$ cat src/rtl/tft_sync_gen.sv
// tft_sync_gen -- raster timing generator for the TFT-LCD path.
//
// A single horizontal/vertical counter pair advances on CLK edges where the
// pixel enable EN is high. Every output is registered. Each decode is taken
// from the next-count values, so the syncs, DE, X and Y registered on an edge
// describe the H_COUNT/V_COUNT registered on that same edge.
//
// Ports
//   CLK          clock; every register updates on posedge CLK
//   RESET        synchronous active-high reset (wins over EN)
//   EN           pixel enable
//   Hsync/Vsync  sync pulses, at level SYNC_POL while asserted
//   hDE/vDE/DE   horizontal, vertical and combined active windows
//   H_COUNT      pixel position in line (0 = first sync pixel)
//   V_COUNT      line position in frame (0 = first sync line)
//   X/Y          active column/row while in the window, else 0
//   LINE_START   one-CLK pulse on entry to H_COUNT=0
//   FRAME_START  one-CLK pulse on entry to (0,0)
module tft_sync_gen #(
  parameter int H_ACTIVE = 480,
  parameter int H_FP     = 2,
  parameter int H_SYNC   = 41,
  parameter int H_BP     = 2,
  parameter int V_ACTIVE = 272,
  parameter int V_FP     = 2,
  parameter int V_SYNC   = 10,
  parameter int V_BP     = 2,
  parameter int SYNC_POL = 0
) (
  input  logic       CLK,
  input  logic       RESET,
  input  logic       EN,
  output logic       Hsync,
  output logic       Vsync,
  output logic       hDE,
  output logic       vDE,
  output logic       DE,
  output logic [9:0] H_COUNT,
  output logic [9:0] V_COUNT,
  output logic [9:0] X,
  output logic [9:0] Y,
  output logic       LINE_START,
  output logic       FRAME_START
);

  localparam int H_TOTAL = H_SYNC + H_BP + H_ACTIVE + H_FP;
  localparam int V_TOTAL = V_SYNC + V_BP + V_ACTIVE + V_FP;

  generate
    if (H_TOTAL > 1024 || V_TOTAL > 1024) begin : g_bad_total
      $error("tft_sync_gen: H_TOTAL/V_TOTAL must not exceed 1024");
    end
    if (H_ACTIVE == 0 || H_FP == 0 || H_SYNC == 0 || H_BP == 0 ||
        V_ACTIVE == 0 || V_FP == 0 || V_SYNC == 0 || V_BP == 0) begin : g_bad_zero
      $error("tft_sync_gen: timing parameters must be non-zero");
    end
  endgenerate

  // All boundaries as 10-bit constants so every compare is width-matched.
  localparam logic [9:0] H_LAST     = 10'(H_TOTAL - 1);
  localparam logic [9:0] V_LAST     = 10'(V_TOTAL - 1);
  localparam logic [9:0] H_SYNC_END = 10'(H_SYNC);
  localparam logic [9:0] V_SYNC_END = 10'(V_SYNC);
  localparam logic [9:0] H_DE_START = 10'(H_SYNC + H_BP);
  localparam logic [9:0] V_DE_START = 10'(V_SYNC + V_BP);
  localparam logic [9:0] H_DE_END   = 10'(H_SYNC + H_BP + H_ACTIVE);
  localparam logic [9:0] V_DE_END   = 10'(V_SYNC + V_BP + V_ACTIVE);
  localparam logic       SYNC_ON    = (SYNC_POL != 0);

  typedef enum logic {IDLE, RUN} state_t;

  state_t     state, state_nxt;
  logic [9:0] h_nxt, v_nxt, x_nxt, y_nxt;
  logic       hsync_nxt, vsync_nxt, hde_nxt, vde_nxt;
  logic       line_nxt, frame_nxt, run_nxt;

  // Stage: next-count and decode from the current registered counts
  always_comb begin
    state_nxt = state;
    h_nxt     = H_COUNT;
    v_nxt     = V_COUNT;
    line_nxt  = 1'b0;
    frame_nxt = 1'b0;
    if (EN) begin
      if (state == IDLE) begin
        // First enabled edge loads (0,0) itself, so pixel 0 is not skipped.
        state_nxt = RUN;
        h_nxt     = '0;
        v_nxt     = '0;
      end else if (H_COUNT == H_LAST) begin
        h_nxt = '0;
        v_nxt = (V_COUNT == V_LAST) ? 10'd0 : V_COUNT + 10'd1;
      end else begin
        h_nxt = H_COUNT + 10'd1;
      end
      line_nxt  = (h_nxt == 10'd0);
      frame_nxt = (h_nxt == 10'd0) && (v_nxt == 10'd0);
    end

    // While IDLE the decodes are forced to their inactive values; in RUN with
    // EN low the held counts re-decode to the same values, so outputs hold.
    run_nxt   = (state_nxt == RUN);
    hsync_nxt = (run_nxt && h_nxt < H_SYNC_END) ? SYNC_ON : ~SYNC_ON;
    vsync_nxt = (run_nxt && v_nxt < V_SYNC_END) ? SYNC_ON : ~SYNC_ON;
    hde_nxt   = run_nxt && (h_nxt >= H_DE_START) && (h_nxt < H_DE_END);
    vde_nxt   = run_nxt && (v_nxt >= V_DE_START) && (v_nxt < V_DE_END);
    x_nxt     = hde_nxt ? h_nxt - H_DE_START : 10'd0;
    y_nxt     = vde_nxt ? v_nxt - V_DE_START : 10'd0;
  end

  // Stage: output registers
  always_ff @(posedge CLK) begin
    if (RESET) begin
      state       <= IDLE;
      H_COUNT     <= '0;
      V_COUNT     <= '0;
      X           <= '0;
      Y           <= '0;
      Hsync       <= ~SYNC_ON;
      Vsync       <= ~SYNC_ON;
      hDE         <= 1'b0;
      vDE         <= 1'b0;
      DE          <= 1'b0;
      LINE_START  <= 1'b0;
      FRAME_START <= 1'b0;
    end else begin
      state       <= state_nxt;
      H_COUNT     <= h_nxt;
      V_COUNT     <= v_nxt;
      X           <= x_nxt;
      Y           <= y_nxt;
      Hsync       <= hsync_nxt;
      Vsync       <= vsync_nxt;
      hDE         <= hde_nxt;
      vDE         <= vde_nxt;
      DE          <= hde_nxt & vde_nxt;
      LINE_START  <= line_nxt;
      FRAME_START <= frame_nxt;
    end
  end

endmodule

$ cat config.mk
export PLATFORM = sky130hd
export DESIGN_NAME = tft_sync_gen
export DESIGN_NICKNAME = d
export VERILOG_FILES = /design/src/rtl/tft_sync_gen.sv
export SDC_FILE = /design/constraint.sdc
export NUM_CORES = 1
export LEC_CHECK = 0
export ABC_AREA = 1
export BUFFER_PORTS_ARGS = -buffer_cell sky130_fd_sc_hd__buf_2
export CAP_MARGIN = 10
export CORE_MARGIN = 8
export CORE_UTILIZATION = 42
export DETAILED_ROUTE_END_ITERATION = 16
export HOLD_SLACK_MARGIN = 0.1
export PLACE_DENSITY_LB_ADDON = 0.12
export SYNTH_ARGS = -nofsm -noshare
export SYNTH_HDL_FRONTEND = slang
export SYNTH_SLANG_ARGS = --single-unit
$ cat constraint.sdc
create_clock -name CLK -period 2.6 [get_ports CLK]
set_clock_uncertainty 0.15 [all_clocks]
set_input_delay 0.39 -clock CLK [delete_from_list [all_inputs] [get_ports CLK]]
set_output_delay 0.39 -clock CLK [all_outputs]
set_load 0.02 [all_outputs]
Word-level counts from Yosys, hierarchy flattened
Cells that the tools add are included.
- reduce and logical (&&, ||, !) cells: 12
- muxes and demuxes: 12
- bitwise gates (word level): 4
- order comparisons: 6
- add/subtract/negate cells: 4
- equality and inequality tests: 2
- operator list (operator ; number):
    two-way mux 10 bit ; 9
    adder 10 x 1 -> 10 bit (second input constant) ; 2
    logical NOT 10 bit ; 2
    == test 10 bit (second input constant) ; 1
    == test 10 x 9 -> 1 bit (second input constant) ; 1
    >= comparator 10 x 4 -> 1 bit (second input constant) ; 1
    >= comparator 10 x 6 -> 1 bit (second input constant) ; 1
    < comparator 10 bit (second input constant) ; 1
    < comparator 10 x 4 -> 1 bit (second input constant) ; 1
    < comparator 10 x 6 -> 1 bit (second input constant) ; 1
    < comparator 10 x 9 -> 1 bit (second input constant) ; 1
    subtractor 10 x 4 -> 10 bit (second input constant) ; 1
    subtractor 10 x 6 -> 10 bit (second input constant) ; 1
    logical AND 1 bit ; 7
    OR reduction 2 bit ; 3
    two-way mux 1 bit ; 3
    inverter 1 bit ; 3
    bitwise AND 1 bit ; 1
- bits of input ports: 3
- logic and storage cells: 52
- output and inout bits: 47
- bits in registers: 48

Longest topological paths before layout
- depth after elaboration: 11
- mapped depth: 17
- gate-level depth less buffers: 17

Worst setup path after synthesis
Ideal clock, no wire load.
- path type: register to register
- from: register H_COUNT[0]
- to: register X[0]
- buffers on the path: 1
- clock period less this slack: 2.548 ns
- setup time: 0.120 ns
- stages on the path, launching flop included: 18
- data required time: 2.330 ns
- arrival: 2.279 ns
- slack: 0.052 ns
- cells stage by stage: dfxtp_1 inv_2 ha_1 nand2_2 nor2_2 nand3_4 nand2_4 nor2_1 nand2_1 o21ai_1 ha_1 o21ai_4 nand2_2 nand2_2 a21boi_2 nand2_2 buf_6 nor2_2
- longest elaborated chain between the ends: 10
- elaborated cells between the ends (all ways): 13
- classes of those cells: 2 x add/sub; 2 x order compare; 1 x eq/ne; 4 x mux; 1 x bitwise; 3 x reduce/logical
- ends and longest elaborated chain (what ; line ; source):
    from (decl) ; 38 ; output logic [9:0] H_COUNT,
    from (signal assigned) ; 128 ; H_COUNT <= h_nxt;
    adder 10 x 1 -> 10 bit or == test 10 bit (tied branches) ; 94, 90 ;
    two-way mux 10 bit * ; 90 ; end else if (H_COUNT == H_LAST) begin
    two-way mux 10 bit * ; 85 ; if (state == IDLE) begin
    two-way mux 10 bit * (2 in series) ; 84 ; if (EN) begin
    named net h_nxt[1] ; 73 ; logic [9:0] h_nxt, v_nxt, x_nxt, y_nxt;
    >= comparator 10 x 6 -> 1 bit ; 105 ; hde_nxt = run_nxt && (h_nxt >= H_DE_START) && (h_nxt < H_DE_END);
    logical AND 1 bit ; 105 ;
    logical AND 1 bit * ; 105 ;
    inverter 1 bit (no line) * ; - ;
    OR reduction 2 bit (no line) * ; - ;
    to (signal assigned) ; 130 ; X <= x_nxt;
    to (decl) ; 40 ; output logic [9:0] X,
The timed path passes the listed nets; every way through them passes the cells marked *. The select of a mux whose other input is x is not followed.
A chain may end at the register's enable or synchronous reset.

Final worst setup path
- from: register H_COUNT[1]
- to: register Y[9]
- longest elaborated chain between the ends: 10
- elaborated cells between the ends (all ways): 12
- classes of those cells: 1 x add/sub; 2 x order compare; 1 x eq/ne; 4 x mux; 1 x bitwise; 3 x reduce/logical
- ends and longest elaborated chain (what ; line ; source):
    == test 10 bit * ; 90 ;
    two-way mux 10 bit * ; 90 ;
    two-way mux 10 bit * ; 85 ;
    two-way mux 10 bit * (2 in series) ; 84 ;
    named net v_nxt[2] ; 73 ;
    >= comparator 10 x 4 -> 1 bit ; 106 ; vde_nxt = run_nxt && (v_nxt >= V_DE_START) && (v_nxt < V_DE_END);
    logical AND 1 bit (2 in series) ; 106 ;
    inverter 1 bit (no line) ; - ;
    OR reduction 2 bit (no line) ; - ;
    to (signal assigned) ; 131 ; Y <= y_nxt;
    to (decl) ; 41 ; output logic [9:0] Y,
Marked as above.

==> results_dict.tcl <==
set metrics [dict create \
    grt_pass1_wl_mm 14.0 \
    synth-main-ff-cell "dfxtp_1" \
    finalCritPeriodShare 0.933 \
    ant_nets 0 \
    fin_util 0.534 \
    critPathKind "reg -> reg" \
    placed_area_sq_um 3450 \
    power_density_nw_per_um2 412 \
    syn-num-nets 452 \
    yosysTopAreaCellShare 0.325 \
    yosys-top-cells-area "dfxtp_1 33%, nand2_1 15%, nor2_1 7.4%" \
    cts_hold_buffers 0 \
    fin_cells 611 \
    seq_area_frac_synth 0.325 \
    cp-end-kind "register" \
    firstDrtPassIters 4 \
    swShare 0.292 \
    core.rowCount 30 \
    first_iter_violations 175 \
    hpwlAfterDp_mm 6.54 \
    num_antenna_cells 0 \
    grt_max_degree 25 \
    fin_area_sq_um 3630 \
    p_int_mw 1.06 \
    antenna_found_initial 0 \
    synth.most_common_cell "nand2_1" \
    grt_pass1_vias 2910 \
    final-setup-viol-count 0 \
    die_h_um 99.9 \
    core_region_area_sq_um 6790 \
    cts_max_level 2 \
    cts-root-buf "clkbuf_8" \
    worst_slew_pin_slew_ns 0.520 \
    grtUsageTotal 0.171 \
    startpoint_type "register" \
    vias_per_cell 4.82 \
    max-slew-margin-rel 0.650 \
    synthTopCellsByCount "121 x nand2_1, 58 x nor2_1, 49 x inv_1" \
    power.share.clock 0.313 \
    wl_per_cell_um 13.5 \
    port-buffer-count 49 \
    reg2reg_slack_ns 0.17 \
    p_total_mw 1.50 \
    synth_area_leader_cell "dfxtp_1" \
    min_path_type "in -> reg" \
    grt.overflow.total 0 \
    switchingPower_mw 0.438 \
    worst_ir_drop_vdd_v 0.000353 \
    io_pins 50 \
    drive_gt1_frac 0.301 \
    required_ns 2.69 \
    die_x_um 99.9 \
    p_seq_frac 0.520 \
    dr_total_vias 2946 \
    num-fill-cells 688 \
    area.growth.synth_to_final_pct 22.7 \
    path_clk_slew_ns 0.10 \
    p_leak_nw 1.80 \
    cap_violations 0 \
    cts.sinks 48 \
    die_area_sq_um 9980 \
    crit_fanout 7 \
    synth_seq_cells 48 \
    fmax_ghz 0.412 \
    cts_made_buffers 5 \
    synth_edf_count 0 \
    slew_viol_final 0 \
    final_hold_viol_count 0 \
    comb_power_share 0.167 \
    insertion_delay_ns 0.30 \
    fin_crit_ns 2.43 \
    synth_area_sq_um 2960 \
    synth.distinct_cells 35 \
    start_util 0.435 \
    clock_path_buffers 2 \
    final-seq-area_sq_um 962 \
    yosys_warnings 0 \
    tritoncts "done" \
    wirelength_mm 8.25 \
    fin_nets 525 \
    syn_avg_cell_area_sq_um 6.70 \
    placed_cells 600 \
    synthArstFlopShare 0 \
    place_congestion 0.957 \
    remaining_drc_errors 0 \
    outcome "finished, final reports clean" \
    multi_input_area_sq_um 1800 \
    cp.arrival_ns 2.52 \
    syn_inst 441 \
]
-- final cells by class --
class	count	share of cell area
inverter	58	0.0600
clock inverter	2	0.00414
tap	96	0.0331
sequential	48	0.265
clock buffer	6	0.0228
multi-input combinational	328	0.497
timing repair buffer	73	0.118
-- critical path, cell delays in order, from the launching register on --
cell and delay (ns):
dfxtp_1 0.32, inv_1 0.07, ha_2 0.19, nand2_2 0.07
nor2_4 0.11, nand3_4 0.10, nand2_4 0.10, buf_6 0.13
nand2_4 0.07, nand4_1 0.11, nand2_2 0.11, ha_1 0.22
nand2_1 0.09, nand3_1 0.11, nand2_2 0.16, nand4_4 0.15
nor2_2 0.13
-- kinds of logic after synthesis --
group,synth area share
buffers and inverters,0.0876
adders and majority gates,0.0339
and+or+nand+nor,0.474
xor gates and xnor gates,0.0296
AOI/OAI and AO/OA,0.0499
DFF,0.325
-- metal layers --
metal  vias to the layer above  GRT usage  share of wire
met2                        70      0.265           0.43
met5                         -          0              0
met3                         7     0.0360          0.049
met1                      1333      0.233           0.51
met4                         0     0.0454          0.010
li1                       1536          -              -
-- power groups by stage --
stage                     clock (mW)  combinational [mW]  sequential [mW]
final                          0.469               0.250            0.778
after global routing           0.505               0.278            0.781
after CTS                      0.486               0.241            0.778
after detailed placement           0               0.240            0.794
after global placement             0               0.239            0.794
after floorplan                    0               0.130            0.827
-- placed cells by master, fill, tap and decap left out, types with 7 or more instances in the layout --
| master | instances |
|---|---|
| buf_2 | 49 |
| buf_4 | 23 |
| dfxtp_1 | 47 |
| inv_1 | 49 |
| inv_2 | 9 |
| nand2_1 | 118 |
| nand2_2 | 10 |
| nand3_1 | 38 |
| nand4_1 | 14 |
| nor2_1 | 56 |
| nor2_2 | 23 |
| nor3_1 | 7 |
| xor2_1 | 7 |
-- state kept, by name, indices dropped and copies added, names as in the netlist --
| signal | count |
|---|---|
| state | 1 |
| V_COUNT | 10 |
| vDE | 1 |
| X | 10 |
| hDE | 1 |
| Hsync | 1 |
| DE | 1 |
| Vsync | 1 |
| LINE_START | 1 |
| FRAME_START | 1 |
| H_COUNT | 10 |
| Y | 10 |
-- through the flow --
stage               setup WS (ns)  TNS (ns)  hold slack (ns)
finish                      0.173         0            0.334
global route              -0.0295   -0.0421            0.352
CTS                        0.0259         0            0.329
detailed placement         0.0415         0            0.483
global placement           0.0619         0            0.475
floorplan                  0.0518         0            0.343
-- timing repair --
action	CTS	global route
resized for setup	0	15
endpoints found under the setup margin	0	24
buffers inserted	0	2
-- path summary, 6_finish.rpt --
| check | start | to | cells past startpoint |
|---|---|---|---|
| max reg2reg | H_COUNT[1] | Y[9] | 16 |
| max | H_COUNT[1] | Y[9] | 16 |
| min reg2reg | V_COUNT[3] | V_COUNT[3] | 2 |
| min | RESET | V_COUNT[6] | 2 |
(Power assumes the default switching activity.)
